File: src/rtl/mio_bus_pkg.sv
// Shared definitions for the CPU/DMA memory port arbiter.
package mio_bus_pkg;

  typedef enum logic [1:0] {
    S_IDLE   = 2'd0,
    S_ACCESS = 2'd1,
    S_WAIT   = 2'd2,
    S_DONE   = 2'd3
  } state_t;

  localparam logic [1:0] GRANT_NONE = 2'b00;
  localparam logic [1:0] GRANT_CPU  = 2'b01;
  localparam logic [1:0] GRANT_DMA  = 2'b10;

  // Largest supported memory latency; sizes the WAIT counter.
  localparam int MEM_LAT_MAX = 7;

endpackage

File: src/rtl/rr_arb2.sv
// Two-way round-robin picker with a registered last-grant pointer.
module rr_arb2
  import mio_bus_pkg::*;
(
  input  logic       clk,
  input  logic       reset,
  input  logic [1:0] req,
  input  logic       update,
  output logic [1:0] gnt
);

  // 1 = DMA was served last, so the CPU wins the next tie.
  logic last_dma;

  // Single requester always wins; on a tie the master not served last wins.
  always_comb begin
    gnt = GRANT_NONE;
    if (req == 2'b11) begin
      gnt = last_dma ? GRANT_CPU : GRANT_DMA;
    end else begin
      gnt = req;
    end
  end

  // Remember who was granted, only when a grant is actually taken.
  always_ff @(posedge clk or posedge reset) begin
    if (reset) begin
      last_dma <= 1'b1;
    end else if (update && (gnt != GRANT_NONE)) begin
      last_dma <= gnt[1];
    end
  end

endmodule

File: src/rtl/mio_bus_arbiter.sv
// Shares one synchronous memory port between the CPU (master 0) and a DMA
// master (master 1). Each transfer is latched in IDLE, issued once in ACCESS,
// waits MEM_LAT cycles for read data and completes with a one-cycle ready.
module mio_bus_arbiter
  import mio_bus_pkg::*;
#(
  parameter int ADDR_W  = 32,
  parameter int DATA_W  = 32,
  parameter int MEM_LAT = 1
) (
  input  logic              clk,
  input  logic              reset,
  input  logic              cpu_req,
  input  logic              cpu_we,
  input  logic [ADDR_W-1:0] cpu_addr,
  input  logic [DATA_W-1:0] cpu_wdata,
  output logic              cpu_ready,
  output logic [DATA_W-1:0] cpu_rdata,
  input  logic              dma_req,
  input  logic              dma_we,
  input  logic [ADDR_W-1:0] dma_addr,
  input  logic [DATA_W-1:0] dma_wdata,
  output logic              dma_ready,
  output logic [DATA_W-1:0] dma_rdata,
  output logic              mem_en,
  output logic              mem_we,
  output logic [ADDR_W-1:0] mem_addr,
  output logic [DATA_W-1:0] mem_wdata,
  input  logic [DATA_W-1:0] mem_rdata,
  output logic [1:0]        grant
);

  localparam int            CNT_W    = $clog2(MEM_LAT_MAX + 1);
  localparam logic [CNT_W-1:0] LAT_LAST = CNT_W'(MEM_LAT);

  state_t           state, state_nxt;
  logic [CNT_W-1:0] lat_cnt;
  logic             we_q;
  logic [1:0]       arb_gnt;
  logic             take_grant;
  logic             last_wait;

  assign take_grant = (state == S_IDLE) && (arb_gnt != GRANT_NONE);
  assign last_wait  = (state == S_WAIT) && (lat_cnt == LAT_LAST);

  rr_arb2 u_arb (
    .clk    (clk),
    .reset  (reset),
    .req    ({dma_req, cpu_req}),
    .update (state == S_IDLE),
    .gnt    (arb_gnt)
  );

  // State register; reset abandons any transfer in flight.
  always_ff @(posedge clk or posedge reset) begin
    if (reset) state <= S_IDLE;
    else       state <= state_nxt;
  end

  // Next-state and strobe decode: mem_en only in ACCESS, ready only in DONE.
  always_comb begin
    state_nxt = state;
    mem_en    = 1'b0;
    mem_we    = 1'b0;
    cpu_ready = 1'b0;
    dma_ready = 1'b0;
    unique case (state)
      S_IDLE:   if (arb_gnt != GRANT_NONE) state_nxt = S_ACCESS;
      S_ACCESS: begin
        mem_en    = 1'b1;
        mem_we    = we_q;
        state_nxt = S_WAIT;
      end
      S_WAIT:   if (lat_cnt == LAT_LAST) state_nxt = S_DONE;
      S_DONE: begin
        cpu_ready = (grant == GRANT_CPU);
        dma_ready = (grant == GRANT_DMA);
        state_nxt = S_IDLE;
      end
      default:  state_nxt = S_IDLE;
    endcase
  end

  // WAIT counter runs 1..MEM_LAT; loaded with 1 on the way out of ACCESS.
  always_ff @(posedge clk or posedge reset) begin
    if (reset) begin
      lat_cnt <= '0;
    end else if (state == S_ACCESS) begin
      lat_cnt <= CNT_W'(1);
    end else if (state == S_WAIT) begin
      lat_cnt <= lat_cnt + CNT_W'(1);
    end
  end

  // Latch the winner's request at grant time; later input changes are ignored.
  always_ff @(posedge clk or posedge reset) begin
    if (reset) begin
      grant     <= GRANT_NONE;
      we_q      <= 1'b0;
      mem_addr  <= '0;
      mem_wdata <= '0;
    end else if (take_grant) begin
      grant     <= arb_gnt;
      we_q      <= arb_gnt[1] ? dma_we    : cpu_we;
      mem_addr  <= arb_gnt[1] ? dma_addr  : cpu_addr;
      mem_wdata <= arb_gnt[1] ? dma_wdata : cpu_wdata;
    end else if (state == S_DONE) begin
      grant     <= GRANT_NONE;
    end
  end

  // Read data lands in the owner's register in the last WAIT cycle; writes leave it alone.
  always_ff @(posedge clk or posedge reset) begin
    if (reset) begin
      cpu_rdata <= '0;
      dma_rdata <= '0;
    end else if (last_wait && !we_q) begin
      if (grant == GRANT_CPU) cpu_rdata <= mem_rdata;
      if (grant == GRANT_DMA) dma_rdata <= mem_rdata;
    end
  end

endmodule

File: config.mk
export PLATFORM = sky130hd
export DESIGN_NAME = mio_bus_arbiter
export DESIGN_NICKNAME = d
export VERILOG_FILES = /design/src/rtl/mio_bus_pkg.sv /design/src/rtl/rr_arb2.sv /design/src/rtl/mio_bus_arbiter.sv
export SDC_FILE = /design/constraint.sdc
export NUM_CORES = 1
export LEC_CHECK = 0
export CORE_MARGIN = 1.5
export CORE_UTILIZATION = 41
export DETAILED_ROUTE_END_ITERATION = 7
export PLACE_DENSITY_LB_ADDON = 0.08
export SETUP_SLACK_MARGIN = 0.05
export SLEW_MARGIN = 20
export SYNTH_ARGS = -nofsm -noshare
export SYNTH_HDL_FRONTEND = slang
export SYNTH_SLANG_ARGS = --single-unit
File: constraint.sdc
create_clock -name clk -period 5.75 [get_ports clk]
set_input_delay 1.725 -clock clk [delete_from_list [all_inputs] [get_ports clk]]
set_output_delay 1.725 -clock clk [all_outputs]
set_load 0.05 [all_outputs]
==> out/summary.txt <==
Slew Viols, Final - 0
Fmax - 0.259 GHz
Most common cell in the synthesized netlist - dfrtp_1
Met1 usage - 28.0%
#FFs+latches synth - 137
Slew @ Worst Pin - 1.06 ns
Syn Nets - 713
Post-route ant nets - 0
Status - finished clean
Setup Crit Path Kind - reg2out
Critical path capture point type - output pin
Clock transition at the registers of the reported paths - 0.06 ns
Syn. warnings - 0
Hpwl dp - 13300 um
Clock Sinks - 137
Ranking of synthesized cells by area - dfrtp_1, mux2_4, a21oi_1
GRT Total Usage - 24.2%
Die X - 125 um
Synth-to-layout area growth - 61.1%
Hold Fails Final Rpt - 0
Period utilization - 67.3%
FILL cells - 1117
Peak VDD IR - 0.000337 V
Drt total wl - 18700 um
Largest net degree at the start of global routing - 92
Most used routing layer - met2
Final Total Pwr - 6.86 mW
Number of global-route vias before repair - 5489
Number of diodes - 0
Dominant cell type by area after synthesis - dfrtp_1
First-pass GRT wire length - 29400 um
Syn Area/Cell - 11.2 um2
Fin area - 9770 um2
Drt pass-1 iters - 4
Post-synthesis mux area share - 15.8%
Netlist cell types - 28
Post-CTS setup buffers - 0
Startpoint types - register
Top cells by count, synth - dfrtp_1, a21oi_1, nand2_1
Async set or reset register ratio after synthesis - 100%
Later-pin clock latency in the skew report - 0.41 ns
Worst hold path type - reg2reg
FP Rows - 44
Ports - 300
Die Y - 125 um
P_leak - 4.37 nW
CTS max path bufs - 2
Synth top area share - 56.1%
M3 GR Usage - 7.60%
Max-cap viol count - 0
Via count - 5204
DRC violations left - 0
H-tree depth - 4
Mapped Area - 6070 um2
Number of synthesized flops with an enable pin - 0
Sequential fraction of the synthesis area - 56.5%
Synth Area in Simple Gates - 10.2%
Syn Inst Count - 540
PwrDens - 702 nW/um2
Core area - 14500 um2
Final Util - 67.5%
M2 GR Usage - 40.5%
CP arrival - 2.14 ns
Min cycle time layout - 3.87 ns
Post-CTS Resized - 0
Final cell count without fillers - 1026
Initial DRC Count - 342
Starting Density - 41.9%
Largest family of logic cells by synthesized area - multiplexers
WL/cell - 18.2 um
Final setup TNS - 0 ns
Adder-Cell Fraction of Synth Area - 1.44%
Layout cells sized above 1 - 13.1%
Post-placement cell count - 995
Vias/cell - 5.07
Crit Path Max Fanout - 5
CTS tree - yes
Max_slew headroom - 29.1%
CTS Buf Count - 17
CTS Hold Buffers Added - 0
Final-report setup violation count - 0
Placer Congestion - 0.861
Post-place instance area - 9150 um2
WP data required - 4.03 ns
Synth Flop Type - dfrtp_1
RSZ-0062 raised after global routing - false
Final net count - 1003
Die area - 15500 um2
Clk_skew - 0.00484 ns
Synth Area in Compound Gates - 12.3%
IO buf count - 299
Grt total ovfl - 0
Initial antenna violation count - 0
Xor/xnor share of the synthesized area - 0%
CTS root buffer - clkbuf_16
==> routing by layer <==
layer,up-vias,share of wire [%]
li1,2406,-
met4,0,3.6
met1,2530,39
met5,-,0
met3,42,7.7
met2,226,50
==> stage by stage <==
step	setup slack, ns	hold WS [ns]
finish	1.88	0.503
global route	1.80	0.518
CTS	1.86	0.507
detailed placement	1.71	0.491
global placement	1.81	0.490
floorplan	0.359	0.477
==> flip-flops by register name, summed over array words and instances (netlist names) <==
name	count
cpu_rdata	32
dma_rdata	32
grant	2
lat_cnt	3
mem_addr	32
mem_wdata	32
state	2
u_arb.last_dma	1
we_q	1
==> placed cells by master, fill, tap and decap left out, drive strengths merged <==
master         synthesis  layout
buf                   27       6
dfstp                  1       1
nand2b                 1       1
and2                   1       1
o22ai                  1       1
clkinv                 0       5
nand2                 70      70
a21oi                132     132
and4bb                 1       1
nor3b                  3       3
mux2                  65      65
o21a                   2       2
nor2                  69      69
nand3b                 3       3
dfrtp                136     136
clkbuf                 7      19
a32o                   1       1
bufinv                 0       4
clkinvlp               0       3
clkdlybuf4s50          0     299
o32a                   1       1
o21ai                  3       3
a21bo                  1       1
ha                     7       7
a21boi                 2       2
inv                    6       6
==> worst paths after layout <==
path / startpoint / end / slack, ns / cells past startpoint
hold / removal: dma_rdata[7] / dma_rdata[7] / 0.50 / 1
min in group asynchronous: reset / cpu_rdata[11] / 1.85 / 2
hold reg to reg: dma_rdata[7] / dma_rdata[7] / 0.50 / 1
setup / recovery: state[1] / mem_we / 1.88 / 4
max in group asynchronous: reset / u_arb.last_dma / 2.98 / 3
setup reg to reg: state[0] / mem_wdata[6] / 3.32 / 6
==> power by group <==
part | total (mW) | internal, mW | switching (mW)
clock network | 1.14 | 0.733 | 0.410
logic | 3.95 | 1.44 | 2.51
registers | 1.77 | 1.47 | 0.302
==> area by class of cell <==
class / instances / area [um2] / area share [%]
Sequential cell: 137 / 3430 / 35.1
Multi-Input combinational cell: 363 / 2430 / 24.8
Clock buffer: 19 / 443 / 4.53
Tap cell: 184 / 230 / 2.36
Clock inverter: 12 / 175 / 1.79
Timing Repair Buffer: 305 / 3040 / 31.1
Inverter: 6 / 27.5 / 0.282
==> kinds of logic (layout without fill, tap and decap cells) <==
logic type,Yosys count,after routing
adder cells (fa/ha/maj),7,7
flip-flops,137,137
multiplexers,65,65
buffers and inverters,40,342
AO/OA/AOI/OAI,143,143
AND/OR/NAND/NOR,148,148
==> critical path, cell delays in order (launching register included) <==
cell             delay (ns)
dfrtp_1                0.40
inv_1                  0.12
ha_1                   0.25
and2_1                 0.16
clkdlybuf4s50_1        0.80
Power figures use the tool's default switching activity.
==> edit, RTL diff (same flow settings) <==
The parameter `DATA_W` goes from 32 to 36.
--- a/src/rtl/mio_bus_arbiter.sv
+++ b/src/rtl/mio_bus_arbiter.sv
@@ -5,7 +5,7 @@
   import mio_bus_pkg::*;
 #(
   parameter int ADDR_W  = 32,
-  parameter int DATA_W  = 32,
+  parameter int DATA_W  = 36,
   parameter int MEM_LAT = 1
 ) (
   input  logic              clk,
Interface: changed (6 resized); port bits go from 300 to 324. No check against the original RTL was run, so the function may have changed too.
==> edit against the unedited design <==
- final area up 7.7%
- clock skew grew 0.0083 ns
- routed wire length grew 10%
- area after synthesis is 8.6% higher
- count of clock-buffer cells in the layout increased by 1
- worst setup slack worse by 0.062 ns
- total power rose by 6.9%
- sequential cell count increased by 12
- critical path type unchanged
- highest routed layer unchanged
==> edit: results <==
[logic_synthesis]
seq_area_frac_synth_pct = 56.6
syn_nets = 766
yosysUniqueCellTypes = 28
synth.area.top_cells = dfrtp_1 (56%), mux2_4 (14%), a21oi_1 (11%)
synth_common_cells = dfrtp_1 (148), a21oi_1 (140), nand2_1 (74), nor2_1 (73), mux2_4 (60)

[global_route]
grt_pass1_vias = 5805
grt_max_degree = 89
grt_first_pass_wirelength_mm = 31.1
grt_util_all_layers_pct = 24.4
antenna_found_initial = 0

[clock_network]
htreeDepth = 4
cts_buffers = 17
path_clk_slew_ns = 0.06

[routing]
drt_wl_total_mm = 20.6
dr.pass1.iters = 5
vias = 5640
drt_iter0_drc = 282

[pwr]
peakVddDrop_mv = 0.356
p_leak_uw = 0.00463

[placement]
dp_hpwl_mm = 14.7
dpl_cell_area_mm2 = 0.00990
gp_congestion = 0.846
portBuffers = 323

[sta]
worst_slew_pin_slew_ns = 1.09
fin_worst_skew_ns = 0.0132

[min_path]
hp-start = cpu_rdata[28]

[worst_setup_path]
reg2reg_to = mem_wdata[12]
worst_ep_arrival_time_ns = 2.20
r2r_setup_slack_ns = 3.22

[final_layout]
nNetsFinal = 1080
drive_above_1_share_pct = 13.5
stdcell_area_mm2 = 0.0105
nFillCells = 1224

[outcome]
status = finished clean
-- edit: changes by cell type in the layout (fill, tap and decap cells not counted), moves of 3 or more --
cell | unedited run | this run
clkdlybuf4s50_1 | 299 | 323
clkinvlp_4 | 3 | 6
a21oi_1 | 132 | 140
nand2_1 | 70 | 74
nor2_1 | 69 | 73
buf_4 | 6 | 9
mux2_2 | 5 | 13
dfrtp_1 | 136 | 148
-- edit: layer usage --
layer	track usage, %	vias to the layer above	part of all wire [%]
li1	-	2590	-
met2	41.5	254	51
met5	0	-	0
met1	28.3	2761	38
met3	8.36	35	7.9
met4	9.87	0	2.9
-- edit: logic make-up after synthesis --
| family | Yosys count | share of synthesized area, % |
|---|---|---|
| adder cells (fa/ha/maj) | 7 | 1.33 |
| multiplexers | 73 | 15.9 |
| buffers and inverters | 45 | 4.71 |
| AND/OR/NAND/NOR | 156 | 9.46 |
| flip-flops | 149 | 56.6 |
| AO/OA/AOI/OAI | 151 | 12.0 |
-- edit: power breakdown --
part           internal (uW)  switching (uW)  leakage, uW
Sequential              1590             324      0.00170
Clock                    672             443     0.000277
Combinational           1560            2740      0.00265
Total                   3830            3500      0.00463
-- edit: cell type report --
type,instances,share of cell area [%]
inverters,6,0.250
multi-input cells,387,24.4
repair buffers,334,31.7
clock inverters,11,1.19
flip-flops and latches,149,35.5
well taps,216,2.57
clock buffers,20,4.44
-- edit: per-stage QoR --
stage	worst slack (ns)	total power (uW)	std cells
5_1_grt	1.73	7670	1123
3_3_place_gp	1.78	6130	1091
6_report	1.82	7330	1123
2_1_floorplan	2.14	4720	581
4_1_cts	1.80	7380	1122
3_5_place_dp	1.70	6220	1091
-- edit: how the worst min path moves through the flow --
stage / to / slack, ns / cells after the start
CTS: cpu_rdata[28] / 0.51 / 1
finish: cpu_rdata[28] / 0.51 / 1
detailed placement: cpu_rdata[10] / 0.49 / 1
floorplan: u_arb.last_dma / 0.48 / 2
global route: cpu_rdata[28] / 0.52 / 1
global placement: cpu_rdata[33] / 0.49 / 1
-- edit: critical path: stages (launching register included) --
cell and delay [ns]:
dfrtp_1 0.41, inv_1 0.12, ha_1 0.29, and2_2 0.18, clkdlybuf4s50_1 0.79
